$ cat src/rtl/snax_cgra_ctrl_pkg.sv
// Shared types and constants for the SNAX CGRA launch sequencer.
package snax_cgra_ctrl_pkg;

    // Sequencer states; the encoding is exported on status bits [5:3].
    typedef enum logic [2:0] {
        ST_IDLE = 3'd0,
        ST_CFG  = 3'd1,
        ST_RUN  = 3'd2,
        ST_DONE = 3'd3,
        ST_ERR  = 3'd4
    } state_e;

    // Status word bit positions.
    localparam int unsigned STATUS_BUSY      = 0;
    localparam int unsigned STATUS_DONE      = 1;
    localparam int unsigned STATUS_ERR       = 2;
    localparam int unsigned STATUS_STATE_LSB = 3;

    // Read-only CSR word indices.
    localparam int unsigned CSR_STATUS    = 0;
    localparam int unsigned CSR_CYCLES    = 1;
    localparam int unsigned CSR_OUT_BEATS = 2;
    localparam int unsigned CSR_IN_BEATS  = 3;

    // Population count of up to 32 strobes (narrower vectors are zero-extended).
    function automatic logic [5:0] popcount(input logic [31:0] vec);
        logic [5:0] cnt;
        cnt = '0;
        for (int unsigned i = 0; i < 32; i++) begin
            cnt = cnt + {5'b0, vec[i]};
        end
        return cnt;
    endfunction

endpackage

$ cat src/rtl/snax_cgra_beat_counter.sv
// Saturating beat accumulator: adds the number of set strobes each enabled cycle.
module snax_cgra_beat_counter
    import snax_cgra_ctrl_pkg::*;
#(
    parameter int unsigned NumStreams = 8,
    parameter int unsigned CntWidth   = 32
) (
    input  logic                  clk_i,
    input  logic                  rst_i,
    input  logic                  clr_i,
    input  logic                  en_i,
    input  logic [NumStreams-1:0] strobe_i,
    output logic [CntWidth-1:0]   count_o
);

    logic [CntWidth-1:0] count_q;
    logic [CntWidth-1:0] count_d;
    logic [CntWidth:0]   sum;

    // Next count: accumulate strobes, clamp at all-ones on carry out.
    always_comb begin
        sum     = {1'b0, count_q} + (CntWidth + 1)'(popcount(32'(strobe_i)));
        count_d = count_q;
        if (clr_i) begin
            count_d = '0;
        end else if (en_i) begin
            count_d = sum[CntWidth] ? '1 : sum[CntWidth-1:0];
        end
    end

    // Count register with synchronous reset.
    always_ff @(posedge clk_i) begin
        if (rst_i) begin
            count_q <= '0;
        end else begin
            count_q <= count_d;
        end
    end

    assign count_o = count_q;

endmodule

$ cat src/rtl/snax_cgra_launch_ctrl.sv
// Launch sequencer: forwards a command to the CGRA CSR port, then counts
// streamer beats until the expected number of output beats is produced.
module snax_cgra_launch_ctrl
    import snax_cgra_ctrl_pkg::*;
#(
    parameter int unsigned NumStreams = 8,
    parameter int unsigned CntWidth   = 32,
    parameter int unsigned AckTimeout = 1024
) (
    input  logic                  clk_i,
    input  logic                  rst_i,
    input  logic [1:0][31:0]      csr_set_i,
    input  logic                  csr_set_valid_i,
    output logic                  csr_set_ready_o,
    output logic [31:0]           cgra_csr_o,
    output logic                  cgra_csr_valid_o,
    input  logic                  cgra_csr_ack_i,
    input  logic [NumStreams-1:0] out_fire_i,
    input  logic [NumStreams-1:0] in_fire_i,
    output logic [3:0][31:0]      csr_ro_o,
    output logic                  done_o
);

    localparam logic [31:0] TimeoutLast = (AckTimeout == 0) ? 32'd0 : 32'(AckTimeout - 1);

    state_e              state_q;
    logic [31:0]         cmd_q;
    logic [31:0]         exp_q;
    logic                valid_q;
    logic                done_pulse_q;
    logic                done_q;
    logic                err_q;
    logic [31:0]         to_cnt_q;
    logic [CntWidth-1:0] cycles_q;

    logic                accept;
    logic                in_run;
    logic                reached;
    logic [CntWidth-1:0] out_beats;
    logic [CntWidth-1:0] in_beats;
    logic [31:0]         status;

    assign csr_set_ready_o = !rst_i && (state_q == ST_IDLE || state_q == ST_ERR);
    assign accept          = csr_set_valid_i && csr_set_ready_o;
    assign in_run          = (state_q == ST_RUN);

    // Crossing test uses the unsaturated sum so overshoot in one cycle still ends the run.
    assign reached = (33'(out_beats) + 33'(popcount(32'(out_fire_i)))) >= 33'(exp_q);

    snax_cgra_beat_counter #(
        .NumStreams (NumStreams),
        .CntWidth   (CntWidth)
    ) i_out_cnt (
        .clk_i    (clk_i),
        .rst_i    (rst_i),
        .clr_i    (accept),
        .en_i     (in_run),
        .strobe_i (out_fire_i),
        .count_o  (out_beats)
    );

    snax_cgra_beat_counter #(
        .NumStreams (NumStreams),
        .CntWidth   (CntWidth)
    ) i_in_cnt (
        .clk_i    (clk_i),
        .rst_i    (rst_i),
        .clr_i    (accept),
        .en_i     (in_run),
        .strobe_i (in_fire_i),
        .count_o  (in_beats)
    );

    // Sequencer FSM with registered handshake, pulse, sticky flags and cycle counter.
    always_ff @(posedge clk_i) begin
        if (rst_i) begin
            state_q      <= ST_IDLE;
            cmd_q        <= '0;
            exp_q        <= '0;
            valid_q      <= 1'b0;
            done_pulse_q <= 1'b0;
            done_q       <= 1'b0;
            err_q        <= 1'b0;
            to_cnt_q     <= '0;
            cycles_q     <= '0;
        end else begin
            done_pulse_q <= 1'b0;
            unique case (state_q)
                ST_IDLE, ST_ERR: begin
                    if (accept) begin
                        cmd_q    <= csr_set_i[0];
                        exp_q    <= csr_set_i[1];
                        done_q   <= 1'b0;
                        err_q    <= 1'b0;
                        to_cnt_q <= '0;
                        cycles_q <= '0;
                        valid_q  <= 1'b1;
                        state_q  <= ST_CFG;
                    end
                end
                ST_CFG: begin
                    if (cycles_q != '1) cycles_q <= cycles_q + CntWidth'(1);
                    if (cgra_csr_ack_i) begin
                        valid_q <= 1'b0;
                        if (exp_q == '0) begin
                            done_pulse_q <= 1'b1;
                            done_q       <= 1'b1;
                            state_q      <= ST_DONE;
                        end else begin
                            state_q <= ST_RUN;
                        end
                    end else if (AckTimeout != 0 && to_cnt_q == TimeoutLast) begin
                        valid_q <= 1'b0;
                        err_q   <= 1'b1;
                        state_q <= ST_ERR;
                    end else begin
                        to_cnt_q <= to_cnt_q + 32'd1;
                    end
                end
                ST_RUN: begin
                    if (cycles_q != '1) cycles_q <= cycles_q + CntWidth'(1);
                    if (reached) begin
                        done_pulse_q <= 1'b1;
                        done_q       <= 1'b1;
                        state_q      <= ST_DONE;
                    end
                end
                ST_DONE: begin
                    state_q <= ST_IDLE;
                end
                default: begin
                    state_q <= ST_IDLE;
                end
            endcase
        end
    end

    // Status and read-only CSR assembly from registered state.
    always_comb begin
        status                                       = '0;
        status[STATUS_BUSY]                          = (state_q == ST_CFG) || (state_q == ST_RUN);
        status[STATUS_DONE]                          = done_q;
        status[STATUS_ERR]                           = err_q;
        status[STATUS_STATE_LSB +: 3]                = state_q;
        csr_ro_o                                     = '0;
        csr_ro_o[CSR_STATUS]                         = status;
        csr_ro_o[CSR_CYCLES]                         = 32'(cycles_q);
        csr_ro_o[CSR_OUT_BEATS]                      = 32'(out_beats);
        csr_ro_o[CSR_IN_BEATS]                       = 32'(in_beats);
    end

    assign cgra_csr_o       = cmd_q;
    assign cgra_csr_valid_o = valid_q;
    assign done_o           = done_pulse_q;

endmodule

$ cat config.mk
export PLATFORM = sky130hd
export DESIGN_NAME = snax_cgra_launch_ctrl
export DESIGN_NICKNAME = d
export VERILOG_FILES = /design/src/rtl/snax_cgra_ctrl_pkg.sv /design/src/rtl/snax_cgra_beat_counter.sv /design/src/rtl/snax_cgra_launch_ctrl.sv
export SDC_FILE = /design/constraint.sdc
export NUM_CORES = 1
export LEC_CHECK = 0
export ABC_AREA = 1
export CORE_ASPECT_RATIO = 1.5
export CORE_MARGIN = 4
export CORE_UTILIZATION = 48
export CTS_BUF_LIST = sky130_fd_sc_hd__clkbuf_4 sky130_fd_sc_hd__clkbuf_8
export CTS_CLUSTER_SIZE = 14
export DETAILED_ROUTE_END_ITERATION = 8
export PLACE_DENSITY = 0.79
export SLEW_MARGIN = 40
export SYNTH_ARGS = -nofsm -noshare
export SYNTH_HDL_FRONTEND = slang
export SYNTH_SLANG_ARGS = --single-unit
$ cat constraint.sdc
create_clock -name clk_i -period 5.7 [get_ports clk_i]
set_clock_uncertainty 0.15 [all_clocks]
set_input_delay 0.855 -clock clk_i [delete_from_list [all_inputs] [get_ports clk_i]]
set_output_delay 0.855 -clock clk_i [all_outputs]
set_load 0.005 [all_outputs]
==> metrics.md, run 1 <==
| Metric | Value |
|---|---|
| Status | `completed` |
| P&R area growth vs syn | `31.7%` |
| Lkg Pwr | `between 6 and 7 nW` |
| Setup violators final | `0` |
| Post-route cell area | `about 15000 sq um` |
| Worst-path maximum fanout | `3` |
| Remaining antenna violation count | `0` |
| Core area | `between 20000 and 25000 sq um` |
| Iter 0 DRT Violations | `about 750` |
| Switching part of the total | `between 30% and 40%` |
| Nets | `~2000` |
| Clock group share of total power | `24.1%` |
| R2R depth | `29` |
| R2R setup slack | `roughly 2000 ps` |
| Vias | `11800` |
| Placed wire-length estimate | `around 26 mm` |
| Antenna violations before repair | `6` |
| Distinct cells, synth | `55` |
| Gate power share | `between 30% and 40%` |
| Worst r2r src | `i_out_cnt.count_o[0]` |
| Startpoint types | `input pin` |
| Post-DP Area | `~14000 sq um` |
| Final hold slack | `around 330 ps` |
| Gpl congestion | `between 0.9 and 1` |
| CP dominant cell by count | `nand2_1` |
| Mapped Area | `11400 sq um` |
| CP startpoint | `out_fire_i[3]` |
| Reg clk slew, reported paths | `approximately 110 ps` |
| Int Pwr | `about 0.0025 W` |
| Ys Warns | `0` |
| Post-synth ARST share | `0%` |
| PortBufs | `220` |
| WL/cell | `16.1 um` |
| First-pass GRT wire length | `around 56 mm` |
| Sequential power share | `about two fifths` |
| FF+latch count, synth | `about 200` |
| Number of global-route vias before repair | `about 12000` |
| Die area | `roughly 26000 sq um` |
| Worst path arrival time | `~5800 ps` |
| Inserted Clock Buffers | `17` |
| Worst vdd ir | `roughly 0.18 mV` |
| Post-layout min period | `~5500 ps` |
| Clock Sinks | `slightly below 200` |
| Post-synthesis area per instance | `roughly 7.1 sq um` |
| Pwr Density | `about 260 nW/um^2` |
| H-Tree Depth | `4` |
| Root Driver | `clkbuf_8` |
| Gr usage total | `25.9%` |
| Worst Setup End Kind | `flop` |
| Worst Max-Slew Pin Slew | `783 ps` |
| Post-synthesis sequential area ratio | `approximately a third` |
| Top_reg_cell synth | `dfxtp_1` |
| Critical path type | `in -> reg` |
| Worst EP required | `5980 ps` |
| Max cap viols | `0` |
| Fin. Hold Viols | `0` |
| Switch Pwr | `roughly 0.0014 W` |
| Worst Setup EP | `done_q` |
| Starting Density | `about half` |
| Pin count of the biggest net entering global routing | `84` |
| Worst Hold Class | `reg -> reg` |
| Vias/cell | `about 5.4` |
| Die height | `197 um` |
| Post-synth EDFFs | `0` |
| Clk buf depth | `2` |
| Worst path slowest cell | `fa_1` |
| Drt pass-1 iters | `5` |
| Global route total overflow | `0` |
| Slew Viols, Final | `0` |
| Final worst path period share | `97.1%` |
| Drt drc | `0` |
| Hold Buf Count CTS | `0` |
| Final WL | `~36 mm` |
| Slew headroom | `47.7%` |
| Die Span X | `roughly 130 um` |
| Number of cells produced by synthesis | `approximately 1600` |
| Critical path's largest stage delay | `roughly 500 ps` |
| Clock latency on the worst-skew pair | `slightly below 500 ps` |
| CTS tree | `built` |
| Layout cells sized above 1 | `11.9%` |
| # IOs | `247` |
| Rows | `just under 70` |
| R2r endpoint | `done_q` |
| Max Clock Freq | `about 0.18 GHz` |
## synthesized netlist by cell type, types with 10 or more instances
cell | n | area share (%)
clkbuf_1 | 31 | 1.0
nand2_1 | 331 | 11
fa_1 | 10 | 1.7
nor2_1 | 135 | 4.4
nand4_1 | 44 | 2.4
nor4_1 | 22 | 1.2
dfxtp_1 | 199 | 35
a21oi_1 | 101 | 4.4
nor3_1 | 48 | 2.1
buf_2 | 11 | 0.48
ha_1 | 48 | 5.2
nand3_1 | 83 | 3.6
xor2_1 | 38 | 2.9
a22o_1 | 32 | 2.4
inv_1 | 211 | 6.9
xnor2_1 | 21 | 1.6
o21ai_0 | 108 | 4.7
buf_4 | 30 | 2.0
## placed cells by master, fill, tap and decap left out, types with 22 or more instances in the layout
master and n:
buf_4 76, nand4_1 44, nor4_1 22, nand3_1 76, o21ai_0 108, nor3_1 46
ha_1 40, nor2_1 125, a22o_1 32, conb_1 26, xor2_1 33, inv_1 202
clkdlybuf4s50_1 217, dfxtp_1 199, nand2_1 318, a21oi_1 97
## timing repair
item,in CTS,in global routing
pin swaps,31,30
setup buffers,22,4
endpoints found under the setup margin,4,5
hold endpoints to repair,0,0
gates resized for setup,34,41
## logic make-up after synthesis
family | synth area share [%]
DFF | 34.8
xor gates and xnor gates | 4.52
other | 0.0328
buffers and inverters | 11.0
and+or+nand+nor | 28.2
AOI/OAI and AO/OA | 14.5
adders and majority gates | 7.00
## worst min-delay path by stage
stage          cells past startpoint  slack [ps]        endpoint           start
5_1_grt                            1         360  cgra_csr_o[15]  cgra_csr_o[15]
6_report                           2         330           err_q           err_q
3_5_place_dp                       2         310           err_q           err_q
2_1_floorplan                      2         280           err_q           err_q
3_3_place_gp                       2         300           err_q           err_q
4_1_cts                            1         330   cgra_csr_o[5]   cgra_csr_o[5]
## routing by layer
layer	up-vias	wire [um]	global-route usage (%)
li1	5802	-	-
met1	5504	13600	28.6
met2	424	18500	46.9
met3	106	1910	4.54
met4	0	1640	14.1
met5	-	0	0
## power groups by stage
stage | Sequential [W] | Clock (W) | Combinational (W)
2_1_floorplan | 0.00163 | 0 | 0.000724
3_3_place_gp | 0.00165 | 0 | 0.00120
3_5_place_dp | 0.00166 | 0 | 0.00123
4_1_cts | 0.00163 | 0.000966 | 0.00130
5_1_grt | 0.00165 | 0.00101 | 0.00149
6_report | 0.00163 | 0.000947 | 0.00136
## registers in the layout, indices dropped and copies added, names as in the netlist, 3 cells and up
| name | flops |
|---|---|
| state_q | 3 |
| cgra_csr_o | 32 |
| i_in_cnt.count_o | 32 |
| exp_q | 32 |
| i_out_cnt.count_o | 32 |
| cycles_q | 32 |
| to_cnt_q | 32 |
## cell type report
type                    count  area [sq um]
multi-input cells        1139          6650
repair buffers            298          2790
clock inverters            13           146
flip-flops and latches    199          3980
well taps                 315           394
inverters                 221           831
diodes                      6          15.0
fillers                  1991          8160
clock buffers              19           255
## critical path: cells and delay by family
| family | cells | cell delay [ps] |
|---|---|---|
| adders and majority gates | 6 | 2470 |
| buffers and inverters | 9 | 1040 |
| and+or+nand+nor | 18 | 1470 |
## metrics by stage
step	TNS [ps]	instances	setup slack [ps]	utilization [%]	power [W]
CTS	0	2200	69.7	63.7	0.00389
finish	0	2210	165	64.9	0.00393
global placement	-2640	2146	-717	60.8	0.00285
floorplan	0	1636	24.1	-	0.00236
detailed placement	-3290	2146	-872	60.8	0.00288
global route	-178	2210	-75.4	64.9	0.00415
(Power assumes the default switching activity.)
==> run 2, diff against run 1 <==
Settings changed: GPL_ROUTABILITY_DRIVEN set to 0.
==> metrics.md, run 2 (synthesis results as in run 1) <==
| Metric | Value |
|---|---|
| Dpl cells | `between 2000 and 2500` |
| Hold Path Origin | `err_q` |
| Critical path type | `in -> reg` |
| Gr usage total | `about a quarter` |
| Worst Setup End Kind | `flop` |
| Lkg Pwr | `between 6 and 7 nW` |
| Layout cells sized above 1 | `between 10% and 20%` |
| Worst path arrival time | `~5800 ps` |
| Non-filler cells in the finished layout | `about 2200` |
| Hold Buf Count CTS | `0` |
| Most common cell after layout, fill and taps aside | `nand2_1` |
| PortBufs | `220` |
| Drt drc | `0` |
| Worst Max-Slew Pin Slew | `approximately 800 ps` |
| First-pass GRT wire length | `approximately 55 mm` |
| Final worst path period share | `between 90% and 100%` |
| Post-layout min period | `~5500 ps` |
| P&R area growth vs syn | `30.4%` |
| CTS tree | `built` |
| Clock group share of total power | `between 20% and 30%` |
| Core area | `roughly 23000 sq um` |
| H-Tree Depth | `4` |
| Worst EP required | `5960 ps` |
| Final core utilization | `between 60% and 70%` |
| Startpoint types | `input pin` |
| Worst vdd ir | `0.157 mV` |
| Worst path slowest cell | `fa_1` |
| Inserted Clock Buffers | `17` |
| Clk buf depth | `2` |
| Setup violators final | `0` |
| Rows | `between 60 and 70` |
| Fin. Hold Viols | `0` |
| Status | `completed` |
| Clock Sinks | `199` |
| Root Driver | `clkbuf_8` |
| Worst Hold Class | `reg -> reg` |
| Starting Density | `between 40 and 50%` |
| CP startpoint | `out_fire_i[3]` |
| Vias | `about 12000` |
| Critical path's largest stage delay | `560 ps` |
| Drt pass-1 iters | `5` |
| Pwr Density | `around 270 nW/um^2` |
| Slew Viols, Final | `0` |
| Slew headroom | `a little under half` |
| Die height | `197 um` |
| Clock latency on the worst-skew pair | `approximately 480 ps` |
| Global route total overflow | `0` |
| Reg clk slew, reported paths | `about 100 ps` |
| Max Clock Freq | `0.182 GHz` |
| Remaining antenna violation count | `0` |
| Pin count of the biggest net entering global routing | `between 80 and 90` |
| Worst r2r src | `i_out_cnt.count_o[0]` |
| Final WL | `between 30 and 40 mm` |
| Sequential power share | `41.1%` |
| # IOs | `roughly 250` |
| Most frequent cells in the layout | `322 x nand2_1, 215 x clkdlybuf4s50_1, 204 x inv_1, 199 x dfxtp_1, 127 x nor2_1` |
| Gate power share | `33.2%` |
| Vias/cell | `approximately 5.4` |
| Nets | `about 2000` |
| Fillers | `between 1500 and 2000` |
| Worst-path maximum fanout | `4` |
| Int Pwr | `0.00260 W` |
| WL/cell | `between 15 and 20 um` |
| Max cap viols | `0` |
| Antenna violations before repair | `6` |
| Die Span X | `around 130 um` |
| Placed wire-length estimate | `around 26 mm` |
| Die area | `around 26000 sq um` |
| Number of global-route vias before repair | `11500` |
| Switching part of the total | `between 30% and 40%` |
| Iter 0 DRT Violations | `about 820` |
| Switch Pwr | `between 0.001 and 0.0015 W` |
## run 2: cell count changes in the layout (fill, tap and decap cells not counted), sizes merged
cell           previous run  this run
clkinvlp                  4         1
clkdlybuf4s50           217       215
dlygate4sd2               2         0
inv                     224       220
clkbuf                   19        28
bufinv                    2         3
dlymetal6s2s              0         2
buf                      78        64
clkinv                    4         3
clkdlybuf4s15             1         0
## run 2: repair_timing
action                                  CTS  global route
gates resized for setup                  30            35
pin swaps                                24            25
setup buffers                             7             4
endpoints found under the setup margin    4             4
## run 2: stage by stage
step | power (W) | area, sq um | setup TNS [ps] | worst slack (ps) | hold slack, ps
6_report | 0.00397 | 14900 | 0 | 201 | 323
2_1_floorplan | 0.00236 | 11500 | 0 | 24.1 | 279
4_1_cts | 0.00393 | 14700 | 0 | 10.3 | 326
3_3_place_gp | 0.00285 | 14100 | -2630 | -725 | 300
3_5_place_dp | 0.00288 | 14100 | -3540 | -930 | 301
5_1_grt | 0.00419 | 14900 | -6.74 | -6.74 | 352
## run 2: power by group through the flow
stage	Clock (W)	Sequential, W	Combinational, W
floorplan	0	0.00163	0.000724
global placement	0	0.00165	0.00119
detailed placement	0	0.00166	0.00122
CTS	0.00103	0.00163	0.00127
global route	0.00109	0.00165	0.00145
finish	0.00102	0.00163	0.00132
## run 2: critical path: cells and delay by family
kind                       cells  cell delay, ps
xor gates and xnor gates       1             210
and+or+nand+nor               19            1740
buffers and inverters          6             490
adders and majority gates      6            2470
## run 2: final timing paths
| path | cells past startpoint | slack, ps | endpoint |
|---|---|---|---|
| setup / recovery | 32 | 200 | done_q |
| setup reg to reg | 28 | 1880 | done_q |
| hold reg to reg | 2 | 320 | err_q |
| hold / removal | 2 | 320 | err_q |
## run 2: routing by layer
metal  track usage [%]  vias to the layer above  wire [um]
li1                  -                     5767          -
met1              28.2                     5529      13300
met3              4.56                      120       2080
met2              46.3                      455      18200
met4              15.0                        0       1690
met5                 0                        -          0
## run 2: final cells by class
cell class	count	area (sq um)	share of cell area, %
multi-input combinational	1139	6550	43.9
timing repair buffer	283	2690	18.0
sequential	199	3980	26.7
tap	315	394	2.64
inverter	221	831	5.57
antenna	6	15.0	0.101
clock buffer	26	339	2.27
clock inverter	6	111	0.747
==> run 3, diff against run 2 <==
Settings changed: PLACE_DENSITY 0.79 to 0.82.
==> metrics.md, run 3 (synthesis results as in run 1) <==
| Metric | Value |
|---|---|
| Status | `completed` |
| Die Span X | `134 um` |
| CTS tree | `built` |
| Pwr Density | `around 270 nW/um^2` |
| Worst Setup End Kind | `flop` |
| Number of global-route vias before repair | `11800` |
| Seq. cell area | `around 4000 sq um` |
| M2 GR Usage | `48.4%` |
| Clock Sinks | `199` |
| Vias/cell | `5.54` |
| Worst r2r src | `i_out_cnt.count_o[0]` |
| # IOs | `roughly 250` |
| Remaining antenna violation count | `0` |
| Slew headroom | `roughly 46%` |
| Final worst path period share | `around 100%` |
| Clk buf depth | `2` |
| Fin. Hold Viols | `0` |
| Post-route cell area | `between 15000 and 20000 sq um` |
| Die height | `a little under 200 um` |
| Vias | `between 10000 and 15000` |
| Starting Density | `49.3%` |
| Worst path arrival time | `about 6000 ps` |
| Hold Buf Count CTS | `0` |
| Most frequent cells in the layout | `319 x nand2_1, 215 x clkdlybuf4s50_1, 200 x inv_1, 199 x dfxtp_1, 124 x nor2_1` |
| Inserted Clock Buffers | `17` |
| Lkg Pwr | `6.12 nW` |
| Worst Max-Slew Pin Slew | `805 ps` |
| Hold Path Origin | `err_q` |
| Met3 Track Usage GR | `approximately 4.8%` |
| Die area | `about 26000 sq um` |
| Startpoint types | `input pin` |
| Antenna violations before repair | `5` |
| WL/cell | `17.2 um` |
| Global route hottest layer | `met2` |
| Most common cell after layout, fill and taps aside | `nand2_1` |
| Slew Viols, Final | `0` |
| Post-DP Area | `roughly 14000 sq um` |
| CP bufs+invs | `19` |
| Critical path type | `in -> reg` |
| Setup violators final | `0` |
| Max cap viols | `0` |
| Post-layout min period | `about 5700 ps` |
| Reg clk slew, reported paths | `~90 ps` |
| Hold path depth | `2` |
| Core area | `~23000 sq um` |
| H-Tree Depth | `4` |
| Gr usage total | `about a quarter` |
| Dpl cells | `about 2100` |
| R2R depth | `28` |
| Worst-path maximum fanout | `3` |
| Critical path's largest stage delay | `approximately 600 ps` |
| First-pass GRT wire length | `approximately 57 mm` |
| Worst EP required | `between 5000 and 6000 ps` |
| Final hold slack | `between 300 and 400 ps` |
| Final WL | `around 38 mm` |
| Nets | `~2000` |
| R2r endpoint | `done_q` |
| Layout cells sized above 1 | `approximately an eighth` |
| Multi-input gate area | `approximately 6700 sq um` |
| Non-filler cells in the finished layout | `around 2200` |
| CP dominant cell by count | `buf_4` |
| M1 GR Usage | `27.9%` |
| R2R setup slack | `approximately 1700 ps` |
| Drt pass-1 iters | `6` |
| Fillers | `about 1900` |
| Worst vdd ir | `0.175 mV` |
| Global route total overflow | `0` |
| Root Driver | `clkbuf_8` |
| Final Power | `0.00403 W` |
| Drt drc | `0` |
| Final core utilization | `between 60% and 70%` |
| P&R area growth vs syn | `32.4%` |
| Iter 0 DRT Violations | `a little over 1000` |
| Worst Hold Path EP | `err_q` |
| Pin count of the biggest net entering global routing | `69` |
| Placed wire-length estimate | `about 27 mm` |
| Rows | `slightly below 70` |
| PortBufs | `220` |
| Worst Hold Class | `reg -> reg` |
| Max Clock Freq | `approximately 0.18 GHz` |
| Clock latency on the worst-skew pair | `between 400 and 500 ps` |
| Worst path slowest cell | `fa_2` |
| CP delay by family, top | `adder cells` |
-- run 3: cell type report --
type	count	area share, %
Antenna cell	4	0.0661
Timing Repair Buffer	301	18.7
Clock inverter	11	0.793
Multi-Input combinational cell	1139	44.2
Sequential cell	199	26.3
Inverter	221	5.48
Tap cell	315	2.60
Clock buffer	21	1.87
-- run 3: where the power goes --
part	internal [W]	switching, W
Sequential	0.00151	0.000125
Combinational	0.000616	0.000829
Clock	0.000431	0.000511
-- run 3: metal layers --
metal	wire length (um)	part of all wire [%]
met2	19500	51
met3	2460	6.5
met5	13	0.034
met1	13700	36
met4	2260	5.9
-- run 3: worst max-delay path by stage --
stage,startpoint,end,slack [ps],depth (start not counted)
final,out_fire_i[2],i_out_cnt.count_o[16],10,34
after global routing,out_fire_i[2],done_o,-110,30
after CTS,out_fire_i[5],done_q,70,29
after detailed placement,out_fire_i[2],done_q,-820,35
after global placement,out_fire_i[2],done_q,-700,35
after floorplan,out_fire_i[2],done_q,20,32
-- run 3: worst reg2reg max path: cells and delay by family, from the launching register on --
kind,cells,cell delay [ps]
adders and majority gates,3,910
DFF,1,400
AOI/OAI and AO/OA,1,270
xor gates and xnor gates,1,190
and+or+nand+nor,19,1540
buffers and inverters,4,350
-- run 3: metrics by stage --
step / TNS, ps / setup WS [ps]
finish: 0 / 12.7
global route: -354 / -114
CTS: 0 / 73.9
detailed placement: -3060 / -818
global placement: -2570 / -696
floorplan: 0 / 24.1
-- run 3: what timing repair did --
action / CTS / global route
setup buffers: 27 / 5
gates resized for setup: 37 / 62
endpoints found under the setup margin: 4 / 5
pin swaps: 34 / 42
